$ cat config.mk
export PLATFORM = sky130hd
export DESIGN_NAME = alu_share_arbiter
export DESIGN_NICKNAME = d
export VERILOG_FILES = /design/src/rtl/alu_pkg.sv /design/src/rtl/alu_share_arbiter_rr_picker.sv /design/src/rtl/alu_share_arbiter.sv
export SDC_FILE = /design/constraint.sdc
export NUM_CORES = 1
export LEC_CHECK = 0
export BUFFER_PORTS_ARGS = -buffer_cell sky130_fd_sc_hd__clkbuf_2
export CORE_MARGIN = 2
export CORE_UTILIZATION = 30
export DETAILED_ROUTE_END_ITERATION = 16
export PLACE_DENSITY = 0.65
export SYNTH_ARGS = -nofsm -noshare
export SYNTH_HDL_FRONTEND = slang
export SYNTH_HIERARCHICAL = 1
export SYNTH_SLANG_ARGS = --single-unit
$ cat constraint.sdc
create_clock -name clk -period 1.4 [get_ports clk]
set_input_delay 0.14 -clock clk [delete_from_list [all_inputs] [get_ports clk]]
set_output_delay 0.14 -clock clk [all_outputs]
set_load 0.005 [all_outputs]
$ cat src/rtl/alu_pkg.sv
// Purpose: shared types and helpers for the shared-ALU arbiter (op codes, FSM states).
// Latency: n/a (declarations only).
// Backpressure: n/a.
package alu_pkg;

    // ALU control codes understood by the external RV32I ALU
    typedef enum logic [3:0] {
        ALU_ADD    = 4'd0,
        ALU_SUB    = 4'd1,
        ALU_SLL    = 4'd2,
        ALU_SLT    = 4'd3,
        ALU_XOR    = 4'd4,
        ALU_SLTU   = 4'd5,
        ALU_SRL    = 4'd6,
        ALU_SRA    = 4'd7,
        ALU_OR     = 4'd8,
        ALU_AND    = 4'd9,
        ALU_PASS_B = 4'd10
    } alu_op_e;

    localparam logic [3:0] ALU_OP_LAST = 4'd10;

    // Raw state encodings kept as plain constants so older code can compare against them
    localparam logic [1:0] ST_IDLE = 2'd0;
    localparam logic [1:0] ST_EXEC = 2'd1;
    localparam logic [1:0] ST_RESP = 2'd2;

    typedef enum logic [1:0] {
        ARB_IDLE = ST_IDLE,
        ARB_EXEC = ST_EXEC,
        ARB_RESP = ST_RESP
    } arb_state_e;

    // Codes above ALU_OP_LAST have no ALU meaning and are reported as errors
    function automatic logic is_legal_op(input logic [3:0] op);
        return (op <= ALU_OP_LAST);
    endfunction

endpackage

$ cat src/rtl/alu_share_arbiter_rr_picker.sv
// Purpose: round-robin picker; first asserted request at or after ptr, wrapping at NREQ-1.
// Latency: purely combinational.
// Backpressure: none; caller decides whether the grant is used.
module rr_picker #(
    parameter int NREQ = 2,
    parameter int IW   = $clog2(NREQ)
) (
    input  logic [NREQ-1:0] req,
    input  logic [IW-1:0]   ptr,
    output logic [NREQ-1:0] gnt,
    output logic [IW-1:0]   gnt_idx
);

    logic          w_found;
    logic [IW:0]   w_sum;
    logic [IW-1:0] w_cand;

    // Walk candidates ptr, ptr+1, ... with explicit wrap so non-power-of-two NREQ works
    always_comb begin
        gnt     = '0;
        gnt_idx = '0;
        w_found = 1'b0;
        w_sum   = '0;
        w_cand  = '0;
        for (int k = 0; k < NREQ; k++) begin
            w_sum  = {1'b0, ptr} + (IW+1)'(k);
            w_cand = (w_sum >= (IW+1)'(NREQ)) ? IW'(w_sum - (IW+1)'(NREQ)) : IW'(w_sum);
            if (!w_found && req[w_cand]) begin
                w_found       = 1'b1;
                gnt[w_cand]   = 1'b1;
                gnt_idx       = w_cand;
            end
        end
    end

endmodule

$ cat src/rtl/alu_share_arbiter.sv
// Purpose: time-shares one external combinational ALU between NREQ requesters, round-robin.
// Latency: accept edge T, result captured at T+1, rsp_valid held from T+1 until rsp_ready.
// Backpressure: no new grant while a result is outstanding; RESP holds until owner's rsp_ready.
module alu_share_arbiter
    import alu_pkg::*;
#(
    parameter int NREQ = 2,
    parameter int XLEN = 32
) (
    input  logic                      clk,
    input  logic                      rst_n,
    input  logic [NREQ-1:0]           req_valid,
    output logic [NREQ-1:0]           req_ready,
    input  logic [NREQ-1:0][XLEN-1:0] req_a,
    input  logic [NREQ-1:0][XLEN-1:0] req_b,
    input  logic [NREQ-1:0][3:0]      req_op,
    output logic [NREQ-1:0]           rsp_valid,
    input  logic [NREQ-1:0]           rsp_ready,
    output logic [XLEN-1:0]           rsp_data,
    output logic                      rsp_err,
    output logic [XLEN-1:0]           alu_a,
    output logic [XLEN-1:0]           alu_b,
    output logic [3:0]                alu_ctrl,
    input  logic [XLEN-1:0]           alu_result,
    output logic                      busy
);

    localparam int IW = $clog2(NREQ);

    arb_state_e      r_state;
    logic [IW-1:0]   r_ptr;
    logic [IW-1:0]   r_gnt;
    logic            r_err;
    logic [XLEN-1:0] r_alu_a;
    logic [XLEN-1:0] r_alu_b;
    logic [3:0]      r_alu_ctrl;
    logic [XLEN-1:0] r_rsp_data;
    logic            r_rsp_err;

    logic [NREQ-1:0] w_gnt;
    logic [IW-1:0]   w_gnt_idx;
    logic            w_accept;
    logic [3:0]      w_op;
    logic [NREQ-1:0] w_rsp_onehot;

    rr_picker #(
        .NREQ (NREQ),
        .IW   (IW)
    ) u_picker (
        .req     (req_valid),
        .ptr     (r_ptr),
        .gnt     (w_gnt),
        .gnt_idx (w_gnt_idx)
    );

    assign w_accept  = (r_state == ARB_IDLE) && (|req_valid);
    assign w_op      = req_op[w_gnt_idx];
    assign req_ready = (r_state == ARB_IDLE) ? w_gnt : '0;
    assign busy      = (r_state != ARB_IDLE);

    // Response valid points only at the owner of the in-flight op while in RESP
    always_comb begin
        w_rsp_onehot        = '0;
        w_rsp_onehot[r_gnt] = 1'b1;
    end

    assign rsp_valid = (r_state == ARB_RESP) ? w_rsp_onehot : '0;

    // FSM and grant bookkeeping: ptr moves past the winner on every accept
    always_ff @(posedge clk or negedge rst_n) begin
        if (!rst_n) begin
            r_state <= ARB_IDLE;
            r_ptr   <= '0;
            r_gnt   <= '0;
        end else begin
            case (r_state)
                ARB_IDLE: begin
                    if (w_accept) begin
                        r_gnt   <= w_gnt_idx;
                        r_ptr   <= (w_gnt_idx == IW'(NREQ-1)) ? '0 : w_gnt_idx + 1'b1;
                        r_state <= ARB_EXEC;
                    end
                end
                ARB_EXEC: r_state <= ARB_RESP;
                ARB_RESP: begin
                    if (rsp_ready[r_gnt]) begin
                        r_state <= ARB_IDLE;
                    end
                end
                default: r_state <= ARB_IDLE;
            endcase
        end
    end

    // Datapath: capture operands on accept, capture ALU result one cycle later
    always_ff @(posedge clk or negedge rst_n) begin
        if (!rst_n) begin
            r_alu_a    <= '0;
            r_alu_b    <= '0;
            r_alu_ctrl <= '0;
            r_err      <= 1'b0;
            r_rsp_data <= '0;
            r_rsp_err  <= 1'b0;
        end else begin
            if (w_accept) begin
                r_alu_a <= req_a[w_gnt_idx];
                r_alu_b <= req_b[w_gnt_idx];
                // Illegal codes drive ADD into the ALU; the result is forced to zero later
                if (is_legal_op(w_op)) begin
                    r_alu_ctrl <= w_op;
                    r_err      <= 1'b0;
                end else begin
                    r_alu_ctrl <= 4'd0;
                    r_err      <= 1'b1;
                end
            end
            if (r_state == ARB_EXEC) begin
                r_rsp_data <= r_err ? '0 : alu_result;
                r_rsp_err  <= r_err;
            end
        end
    end

    assign alu_a    = r_alu_a;
    assign alu_b    = r_alu_b;
    assign alu_ctrl = r_alu_ctrl;
    assign rsp_data = r_rsp_data;
    assign rsp_err  = r_rsp_err;

endmodule

==> results_dict.tcl, run 1 <==
set metrics [dict create \
    worst_hold_path_type "in2reg" \
    clock.fmax_mhz 686 \
    flow.area_growth_from_synthesis_pct 51.0 \
    drc_errors 0 \
    crit_chain "nor2_4 -> buf_12 -> and2_4 -> buf_6" \
    power_frac_comb 0.483 \
    gp_routability_congestion 0.815 \
    post_synth_instance_area_um2 4950 \
    first_global_vias 4569 \
    tritoncts "yes" \
    cts_inserted_buffers 9 \
    floorplan.rows 46 \
    cpLargestDelayFamily "flip-flops" \
    fp.dieW_um 132 \
    dpl.hpwl_um 10600 \
    placed_cell_area_um2 6830 \
    r2r_start "r_ptr$_DFFE_PN0P_" \
    number_of_setup_violations_in_the_final_report 13 \
    postLayoutSetupSlackWorst_ns -0.0584 \
    antenna_found_initial 0 \
    synth_cell_type_count 28 \
    timing.final.crit_period_ns 1.46 \
    floorplan.die_area_um2 17600 \
    final_common_cell "sky130_fd_sc_hd__clkbuf_2" \
    clkPwrFrac 0.165 \
    core_area_um2 16000 \
    htree_num_levels 3 \
    antennaDiodeCount 0 \
    antenna_left 0 \
    vdd.ir_drop.worst_uv 849 \
    hold_ws_ns 0.0158 \
    layoutNonFillerInstCount 996 \
    worst_pin_slew_ns 0.357 \
    unrepaired_setup_endpoints_after_global_routing "true" \
    ys.warnings.count 6 \
    drt_pre_antenna_iters 4 \
    violation_count_after_the_first_detailed_route_iteration 127 \
    timing_worst_setup_path_type "reg2out" \
    finalWirelength_um 15500 \
    route.detailed.vias_per_inst 4.68 \
    sw_frac_of_total 0.374 \
    timing.final.hold_violations 0 \
    critPathLaunch "r_state[1]$_DFFE_PN0P_" \
    total_leakage_power_nw 3.78 \
    worst-endpoint-arrival_ns 1.32 \
    endpoint_kind "output port" \
    cp_max_stage_delay_ns 0.42 \
    global_route_wire_length_before_repair_um 23400 \
    cap_viol_max_count 0 \
    p_per_area_nw_per_um2 2000 \
    clkSlewWorstSetupHoldPaths_ns 0.08 \
    power_report.internal_total_mw 9.38 \
    initial_core_utilization 0.310 \
    clk_root_buffer_cell "sky130_fd_sc_hd__clkbuf_16" \
    dr_total_vias 4661 \
    post-place-cells 965 \
    violations "negative setup slack" \
    gr-usage-all-layers 0.165 \
    crit_path_top_delay_cell "sky130_fd_sc_hd__dfrtp_1" \
    worst-path-max-fanout 3 \
    crit_required_ns 1.26 \
    clock_sinks 106 \
    grt_max_degree 60 \
    drive_gt1_frac 0.487 \
    timing.max_slew.rel_slack 0.761 \
    timing.final.crit_share 1.04 \
    critPathBufInv 2 \
    avgSynthCellArea_um2 10.4 \
    clock_insertion_delay_at_the_later_pin_of_the_skew_report_ns 0.35 \
    synth.yosys.seq_area_share 0.536 \
    total_i_o_pin_count 280 \
    syn-instance-count 475 \
    global_route.overflow_total 0 \
    mappedNetlistNets 649 \
    clockBufferDepth 2 \
    synthFlopType "sky130_fd_sc_hd__dfrtp_1" \
    finish.net_count 949 \
    report.power.total_mw 15.0 \
    ys_seq_elements 106 \
    synth_edf_count 0 \
    stdcell_area_um2 7480 \
    run_status "finished with violations" \
    timing.clock.skew_ns 0.0118 \
    asr_flop_ratio_synth 1.00 \
    timing.critical_path.from_type "flop" \
    final_max_slew_viol_count 0 \
    io_buffer_count 279 \
    chipHeight_um 132 \
    route.detailed.wl_per_inst_um 15.6 \
    seq_power_share 0.353 \
    most-common-layout-cells "sky130_fd_sc_hd__clkbuf_2 (276), sky130_fd_sc_hd__o21ai_0 (109), sky130_fd_sc_hd__dfrtp_1 (106)" \
    power.net_switching_mw 5.61 \
    hp-start "alu_result[29]" \
]
==> flip-flops by register name (all words and copies together) (netlist names) <==
signal / cells
alu_ctrl: 4
r_err: 1
alu_a: 32
r_state: 2
rsp_err: 1
alu_b: 32
r_gnt: 1
rsp_data: 32
r_ptr: 1
==> logic make-up (layout without fill, tap and decap cells) <==
family | after synthesis | count (layout) | synth area share
AO/OA/AOI/OAI | 181 | 181 | 0.191
flip-flops | 106 | 106 | 0.536
AND/OR/NAND/NOR | 74 | 74 | 0.0771
multiplexers | 71 | 71 | 0.147
buffers and inverters | 43 | 348 | 0.0493
==> layer usage <==
metal	vias to the layer above	wire length [um]	track usage	part of all wire
met2	197	7660	0.283	0.49
met4	0	203	0.0448	0.013
met1	2181	6520	0.206	0.42
met5	-	0	0	0
met3	15	1110	0.0452	0.071
li1	2268	-	-	-
==> cell usage after synthesis (3+ instances only) <==
master,n,area (um2)
sky130_fd_sc_hd__buf_2,4,20.0
sky130_fd_sc_hd__buf_4,8,60.1
sky130_fd_sc_hd__buf_6,3,33.8
sky130_fd_sc_hd__inv_1,3,11.3
sky130_fd_sc_hd__mux2i_1,67,671
sky130_fd_sc_hd__dfrtp_1,106,2650
sky130_fd_sc_hd__o21ai_1,22,110
sky130_fd_sc_hd__clkbuf_1,20,75.1
sky130_fd_sc_hd__mux2_2,3,33.8
sky130_fd_sc_hd__nand2b_1,35,219
sky130_fd_sc_hd__o31ai_1,3,22.5
sky130_fd_sc_hd__nand2_1,32,120
sky130_fd_sc_hd__a21oi_1,4,20.0
sky130_fd_sc_hd__o21ai_0,146,731
==> timing repair <==
action / 4_1_cts / 5_1_grt
hold endpoints to repair: 106 / 0
hold buffers: 1 / 0
buffers inserted: 2 / 7
pin swaps: 2 / 3
gates cloned: 1 / 4
gates resized for setup: 12 / 68
setup endpoints to repair: 39 / 73
==> final timing paths <==
kind	to	slack, ns	depth (start not counted)
setup / recovery	req_ready[0]	-0.06	4
hold / removal	rsp_data[29]$_DFFE_PN0N_	0.02	3
setup reg to reg	alu_ctrl[0]$_DFFE_PN0P_	-0.04	6
hold reg to reg	rsp_data[3]$_DFFE_PN0N_	0.48	2
max in group asynchronous	alu_ctrl[0]$_DFFE_PN0P_	0.77	3
min in group asynchronous	alu_a[30]$_DFFE_PN0P_	0.33	3
==> power by group through the flow <==
stage / Combinational, mW / Sequential (mW) / Clock, mW
detailed placement: 6.14 / 5.33 / 0
floorplan: 2.92 / 5.39 / 0
global route: 8.03 / 5.48 / 2.69
global placement: 6.02 / 5.30 / 0
finish: 7.23 / 5.28 / 2.47
CTS: 6.45 / 5.30 / 2.57
==> worst min-delay path, stage by stage <==
cell	delay (ns)
sky130_fd_sc_hd__clkbuf_2	0.08
sky130_fd_sc_hd__nand2b_1	0.05
sky130_fd_sc_hd__o21ai_0	0.06
==> area by class of cell <==
cell class | count | area [um2]
Sequential cell | 106 | 2650
Clock inverter | 7 | 60.1
Tap cell | 216 | 270
Timing Repair Buffer | 328 | 2070
Fill cell | 1551 | 8520
Inverter | 4 | 17.5
Clock buffer | 9 | 225
Multi-Input combinational cell | 326 | 2180
==> per-stage QoR <==
step / utilization / setup TNS [ns] / setup WS, ns
3_5_place_dp: 0.427 / -0.298 / -0.0454
5_1_grt: 0.467 / -3.80 / -0.140
2_1_floorplan: - / 0 / 0.0285
4_1_cts: 0.451 / -0.530 / -0.0849
3_3_place_gp: 0.427 / -0.0238 / -0.0206
6_report: 0.467 / -0.333 / -0.0584
No activity file was read; power rests on OpenSTA's default activity.
==> run 2: changes to the inputs <==
CORE_ASPECT_RATIO = 0.6   (was not set)
RECOVER_POWER = 25   (was not set)
==> run 2 against run 1 <==
Compared with the run above:
- the flow still finishes with violations (negative setup slack)
- combinational power fell by 11%
- die area rose by 0.19%
- final area is 4.0% lower
- critical endpoint is now alu_ctrl[0]$_DFFE_PN0P_
- via count fell by 1.7%
- sequential power is essentially flat
- first-iteration DRC count up 65%
- power shrank 5.7%
- routed wire length fell by 1.3%
- utilization fell by 2.4 points
- register-to-register slack better by 0.02 ns
- highest routed layer unchanged
- critical path depth increased by 2
==> results_dict.tcl, run 2 (synthesis results as in run 1) <==
set metrics [dict create \
    timing_worst_setup_path_type "reg2reg" \
    drt_pre_antenna_iters 6 \
    clockBufferDepth 2 \
    worst_r2r_endpoint "alu_ctrl[0]$_DFFE_PN0P_" \
    drive_gt1_frac 0.463 \
    global_route.overflow_total 0 \
    run_status "finished with violations" \
    critical_path.endpoint "alu_ctrl[0]$_DFFE_PN0P_" \
    fp.dieW_um 170 \
    finalWirelength_um 15300 \
    worst-path-max-fanout 8 \
    violations "negative setup slack" \
    gp_routability_congestion 0.773 \
    core_area_um2 16200 \
    timing.final.hold_violations 0 \
    p_per_area_nw_per_um2 1970 \
    finish.net_count 932 \
    route.detailed.wl_per_inst_um 15.7 \
    dpl.hpwl_um 10800 \
    multiInputGateArea_um2 2150 \
    endpoint_kind "flop" \
    clock.fmax_mhz 702 \
    nFillCells 1570 \
    cts_inserted_buffers 9 \
    htree_num_levels 3 \
    unrepaired_setup_endpoints_after_global_routing "true" \
    final_max_slew_viol_count 0 \
    cap_viol_max_count 0 \
    total_i_o_pin_count 280 \
    floorplan.rows 36 \
    gr-usage-all-layers 0.166 \
    clkSlewWorstSetupHoldPaths_ns 0.07 \
    floorplan.die_area_um2 17600 \
    drc_errors 0 \
    r2r_start "r_ptr$_DFFE_PN0P_" \
    worst_hold_path_type "in2reg" \
    initial_core_utilization 0.306 \
    tritoncts "yes" \
    antenna_found_initial 0 \
    global_route_wire_length_before_repair_um 23400 \
    most-common-layout-cells "sky130_fd_sc_hd__clkbuf_2 (275), sky130_fd_sc_hd__o21ai_0 (145), sky130_fd_sc_hd__dfrtp_1 (106)" \
    regToRegSetupSlack_ns -0.02 \
    first_global_vias 4553 \
    dr_total_vias 4584 \
    post-place-cells 945 \
    vdd.ir_drop.worst_uv 598 \
    report.power.total_mw 14.1 \
    timing.clock.skew_ns 0.0150 \
    pre_cts_slack_ns -0.0914 \
    final_common_cell "sky130_fd_sc_hd__clkbuf_2" \
    violation_count_after_the_first_detailed_route_iteration 210 \
    timing.final.crit_period_ns 1.42 \
    chipHeight_um 104 \
    grt_max_degree 107 \
    worst-endpoint-arrival_ns 1.67 \
    clock_sinks 106 \
    r2r_cells 6 \
    number_of_setup_violations_in_the_final_report 5 \
    flow.area_growth_from_synthesis_pct 44.9 \
    antennaDiodeCount 0 \
    total_leakage_power_nw 3.62 \
    route.detailed.vias_per_inst 4.72 \
    timing.final.crit_share 1.02 \
    timing.critical_path.from_type "flop" \
    crit_required_ns 1.65 \
    antenna_left 0 \
    clock_insertion_delay_at_the_later_pin_of_the_skew_report_ns 0.34 \
    layoutNonFillerInstCount 971 \
    worst_pin_slew_ns 0.995 \
    regArea_um2 2650 \
    io_buffer_count 279 \
    timing.max_slew.rel_slack 0.337 \
    postLayoutSetupSlackWorst_ns -0.0240 \
    clk_root_buffer_cell "sky130_fd_sc_hd__clkbuf_16" \
    critPathLaunch "r_ptr$_DFFE_PN0P_" \
]
## run 2: cell type report
| class | instances | area share |
|---|---|---|
| inverters | 4 | 0.00244 |
| clock inverters | 5 | 0.00541 |
| multi-input cells | 326 | 0.299 |
| flip-flops and latches | 106 | 0.370 |
| clock buffers | 10 | 0.0319 |
| repair buffers | 311 | 0.255 |
| well taps | 209 | 0.0364 |
## run 2: routing by layer
layer  global-route usage  part of all wire  vias up
met5                    0                 0        -
met4               0.0427             0.011        0
met3               0.0424             0.067       16
met2                0.257              0.45      183
met1                0.233              0.47     2167
li1                     -                 -     2218
## run 2: critical path: stages (launching register included)
cell                       delay (ns)
sky130_fd_sc_hd__dfrtp_1         0.35
sky130_fd_sc_hd__inv_2           0.06
sky130_fd_sc_hd__a21boi_4        0.18
sky130_fd_sc_hd__buf_12          0.16
sky130_fd_sc_hd__mux2i_2         0.28
sky130_fd_sc_hd__a21oi_2         0.10
sky130_fd_sc_hd__o31ai_2         0.21
## run 2: timing repair
item	4_1_cts	5_1_grt
buffers inserted	4	4
gates resized for setup	9	22
hold buffers	1	0
endpoints found under the setup margin	17	69
pin swaps	2	6
endpoints found under the hold margin	106	0
cloned	0	2
## run 2: how the worst min path moves through the flow
stage / slack, ns / start / cells past startpoint / end
after CTS: 0.007 / alu_result[2] / 3 / rsp_data[2]$_DFFE_PN0N_
after global routing: 0.03 / alu_result[10] / 3 / rsp_data[10]$_DFFE_PN0N_
final: 0.03 / alu_result[10] / 3 / rsp_data[10]$_DFFE_PN0N_
after floorplan: -0.16 / rst_n / 0 / alu_a[0]$_DFFE_PN0P_
after detailed placement: 0.27 / rst_n / 2 / rsp_data[8]$_DFFE_PN0N_
after global placement: 0.27 / rst_n / 2 / rsp_data[11]$_DFFE_PN0N_
## run 2: stage by stage
step | util | setup TNS [ns] | cell area [um2] | hold WS [ns]
6_report | 0.444 | -0.0616 | 7170 | 0.0280
3_3_place_gp | 0.413 | -0.0914 | 6670 | 0.265
4_1_cts | 0.434 | -0.0621 | 7020 | 0.00743
3_5_place_dp | 0.413 | -0.585 | 6670 | 0.272
5_1_grt | 0.444 | -6.41 | 7170 | 0.0258
2_1_floorplan | - | 0 | 4950 | -0.156
## run 2: where the power goes
part	total (mW)	switching (mW)	internal [mW]
clock	2.36	1.15	1.21
combinational	6.46	3.35	3.11
sequential	5.30	0.778	4.53
total	14.1	5.28	8.85
==> run 3: changes to the inputs <==
GPL_TIMING_DRIVEN = 0   (was not set)
SETUP_SLACK_MARGIN = 0.4   (was not set)
==> run 3 against run 2 <==
Compared with the run above:
- the run still ends with negative setup slack left
- non-clock buffer count rose by 74
- cell count rose by 7.7%
- worst setup slack got worse by 0.092 ns
- clock power increased by 8.5%
==> results_dict.tcl, run 3 (synthesis results as in run 1) <==
set metrics [dict create \
    final_max_slew_viol_count 0 \
    finalWirelength_um 17800 \
    drive_gt1_frac 0.593 \
    worst-path-max-fanout 5 \
    report.power.total_mw 17.7 \
    first_global_vias 4815 \
    r2r_start "r_ptr$_DFFE_PN0P_" \
    most-common-layout-cells "sky130_fd_sc_hd__clkbuf_2 (211), sky130_fd_sc_hd__dfrtp_1 (104), sky130_fd_sc_hd__buf_2 (73)" \
    drc_errors 0 \
    timing.final.crit_period_ns 1.52 \
    drt_pre_antenna_iters 4 \
    timing.critical_path.from_type "flop" \
    antennaDiodeCount 0 \
    critPathLaunch "r_ptr$_DFFE_PN0P_" \
    timing_worst_setup_path_type "reg2reg" \
    cts_inserted_buffers 9 \
    total_leakage_power_nw 4.21 \
    p_per_area_nw_per_um2 2100 \
    number_of_setup_violations_in_the_final_report 59 \
    finish.net_count 1006 \
    gr-usage-all-layers 0.190 \
    violations "negative setup slack" \
    htree_num_levels 3 \
    endpoint_kind "flop" \
    clock_insertion_delay_at_the_later_pin_of_the_skew_report_ns 0.35 \
    dpl.hpwl_um 12300 \
    chipHeight_um 104 \
    timing.clock.skew_ns 0.00868 \
    run_status "finished with violations" \
    core_area_um2 16200 \
    cap_viol_max_count 0 \
    gp_routability_congestion 0.795 \
    floorplan.rows 36 \
    worst_pin_slew_ns 1.39 \
    route.detailed.vias_per_inst 4.76 \
    worst_r2r_endpoint "alu_ctrl[2]$_DFFE_PN0P_" \
    placed_cell_area_um2 6650 \
    worst-endpoint-arrival_ns 1.79 \
    nFillCells 1474 \
    clk_root_buffer_cell "sky130_fd_sc_hd__clkbuf_16" \
    clkSlewWorstSetupHoldPaths_ns 0.08 \
    critical_path.endpoint "alu_ctrl[2]$_DFFE_PN0P_" \
    crit_required_ns 1.67 \
    fp.dieW_um 170 \
    route.detailed.wl_per_inst_um 17.0 \
    hp-start "alu_result[9]" \
    dr_total_vias 4983 \
    unrepaired_setup_endpoints_after_global_routing "true" \
    timing.final.hold_violations 0 \
    tritoncts "yes" \
    antenna_left 0 \
    postLayoutSetupSlackWorst_ns -0.116 \
    vdd.ir_drop.worst_uv 664 \
    clock.fmax_mhz 660 \
    initial_core_utilization 0.306 \
    floorplan.die_area_um2 17600 \
    timing.final.crit_share 1.08 \
    violation_count_after_the_first_detailed_route_iteration 255 \
    antenna_found_initial 0 \
    timing.max_slew.rel_slack 0.0766 \
    final_common_cell "sky130_fd_sc_hd__clkbuf_2" \
    clock_sinks 106 \
    global_route_wire_length_before_repair_um 26400 \
    flow.area_growth_from_synthesis_pct 69.9 \
    stdcell_area_um2 8410 \
    total_i_o_pin_count 280 \
    grt_max_degree 107 \
    global_route.overflow_total 0 \
    io_buffer_count 279 \
    r2r_cells 7 \
    clockBufferDepth 2 \
    worst_hold_path_type "in2reg" \
    regToRegSetupSlack_ns -0.12 \
]
run 3: power by group:
group / leakage, nW / switching, mW / internal, mW
clock network: 0.142 / 1.23 / 1.34
registers: 1.32 / 0.840 / 4.53
logic: 2.76 / 4.53 / 5.20
total: 4.21 / 6.60 / 11.1
run 3: worst min-delay path by stage:
stage                                to  slack, ns  depth (start not counted)
3_5_place_dp   rsp_data[31]$_DFFE_PN0N_       0.32                          1
6_report        rsp_data[9]$_DFFE_PN0N_       0.02                          3
4_1_cts        rsp_data[31]$_DFFE_PN0N_      -0.06                          1
5_1_grt        rsp_data[17]$_DFFE_PN0N_       0.02                          3
2_1_floorplan      alu_a[0]$_DFFE_PN0P_      -0.16                          0
3_3_place_gp    rsp_data[2]$_DFFE_PN0N_       0.37                          3
run 3: critical path, stage by stage, from the launching register on:
cell and delay (ns):
sky130_fd_sc_hd__dfrtp_1 0.38, sky130_fd_sc_hd__inv_2 0.06, sky130_fd_sc_hd__a21boi_4 0.17, sky130_fd_sc_hd__buf_6 0.18, sky130_fd_sc_hd__mux2i_4 0.34, sky130_fd_sc_hd__buf_6 0.16
sky130_fd_sc_hd__nand2b_4 0.06, sky130_fd_sc_hd__o21ai_1 0.11
run 3: through the flow:
stage,setup slack (ns),util,cells,TNS (ns),hold WS (ns)
after floorplan,0.0285,-,475,0,-0.156
after global placement,-1.39,0.411,963,-151.66,0.372
after detailed placement,-0.226,0.411,963,-7.69,0.324
after CTS,-0.129,0.478,1012,-3.31,-0.0557
after global routing,-0.152,0.520,1046,-6.42,0.0204
final,-0.116,0.520,1046,-2.89,0.0186
run 3: per-layer routing:
| layer | part of all wire | vias up | routed length [um] | GRT usage |
|---|---|---|---|---|
| met5 | 0 | - | 0 | 0 |
| met4 | 0.013 | 0 | 232 | 0.0415 |
| met3 | 0.056 | 18 | 991 | 0.0374 |
| met2 | 0.45 | 180 | 7970 | 0.289 |
| met1 | 0.48 | 2408 | 8600 | 0.281 |
| li1 | - | 2377 | - | - |
run 3: what timing repair did:
action / 4_1_cts / 5_1_grt
endpoints found under the hold margin: 106 / 25
endpoints found under the setup margin: 165 / 209
gates resized for setup: 135 / 175
cloned: 7 / 3
buffers inserted: 26 / 31
pin swaps: 21 / 26
run 3: final cells by class:
class	instances	area, um2	area share
buffer	39	444	0.0528
clock buffer	11	253	0.0300
clock inverter	5	46.3	0.00550
inverter	4	17.5	0.00208
multi-input combinational	326	2520	0.300
sequential	106	2660	0.316
tap	209	262	0.0311
timing repair buffer	346	2210	0.263
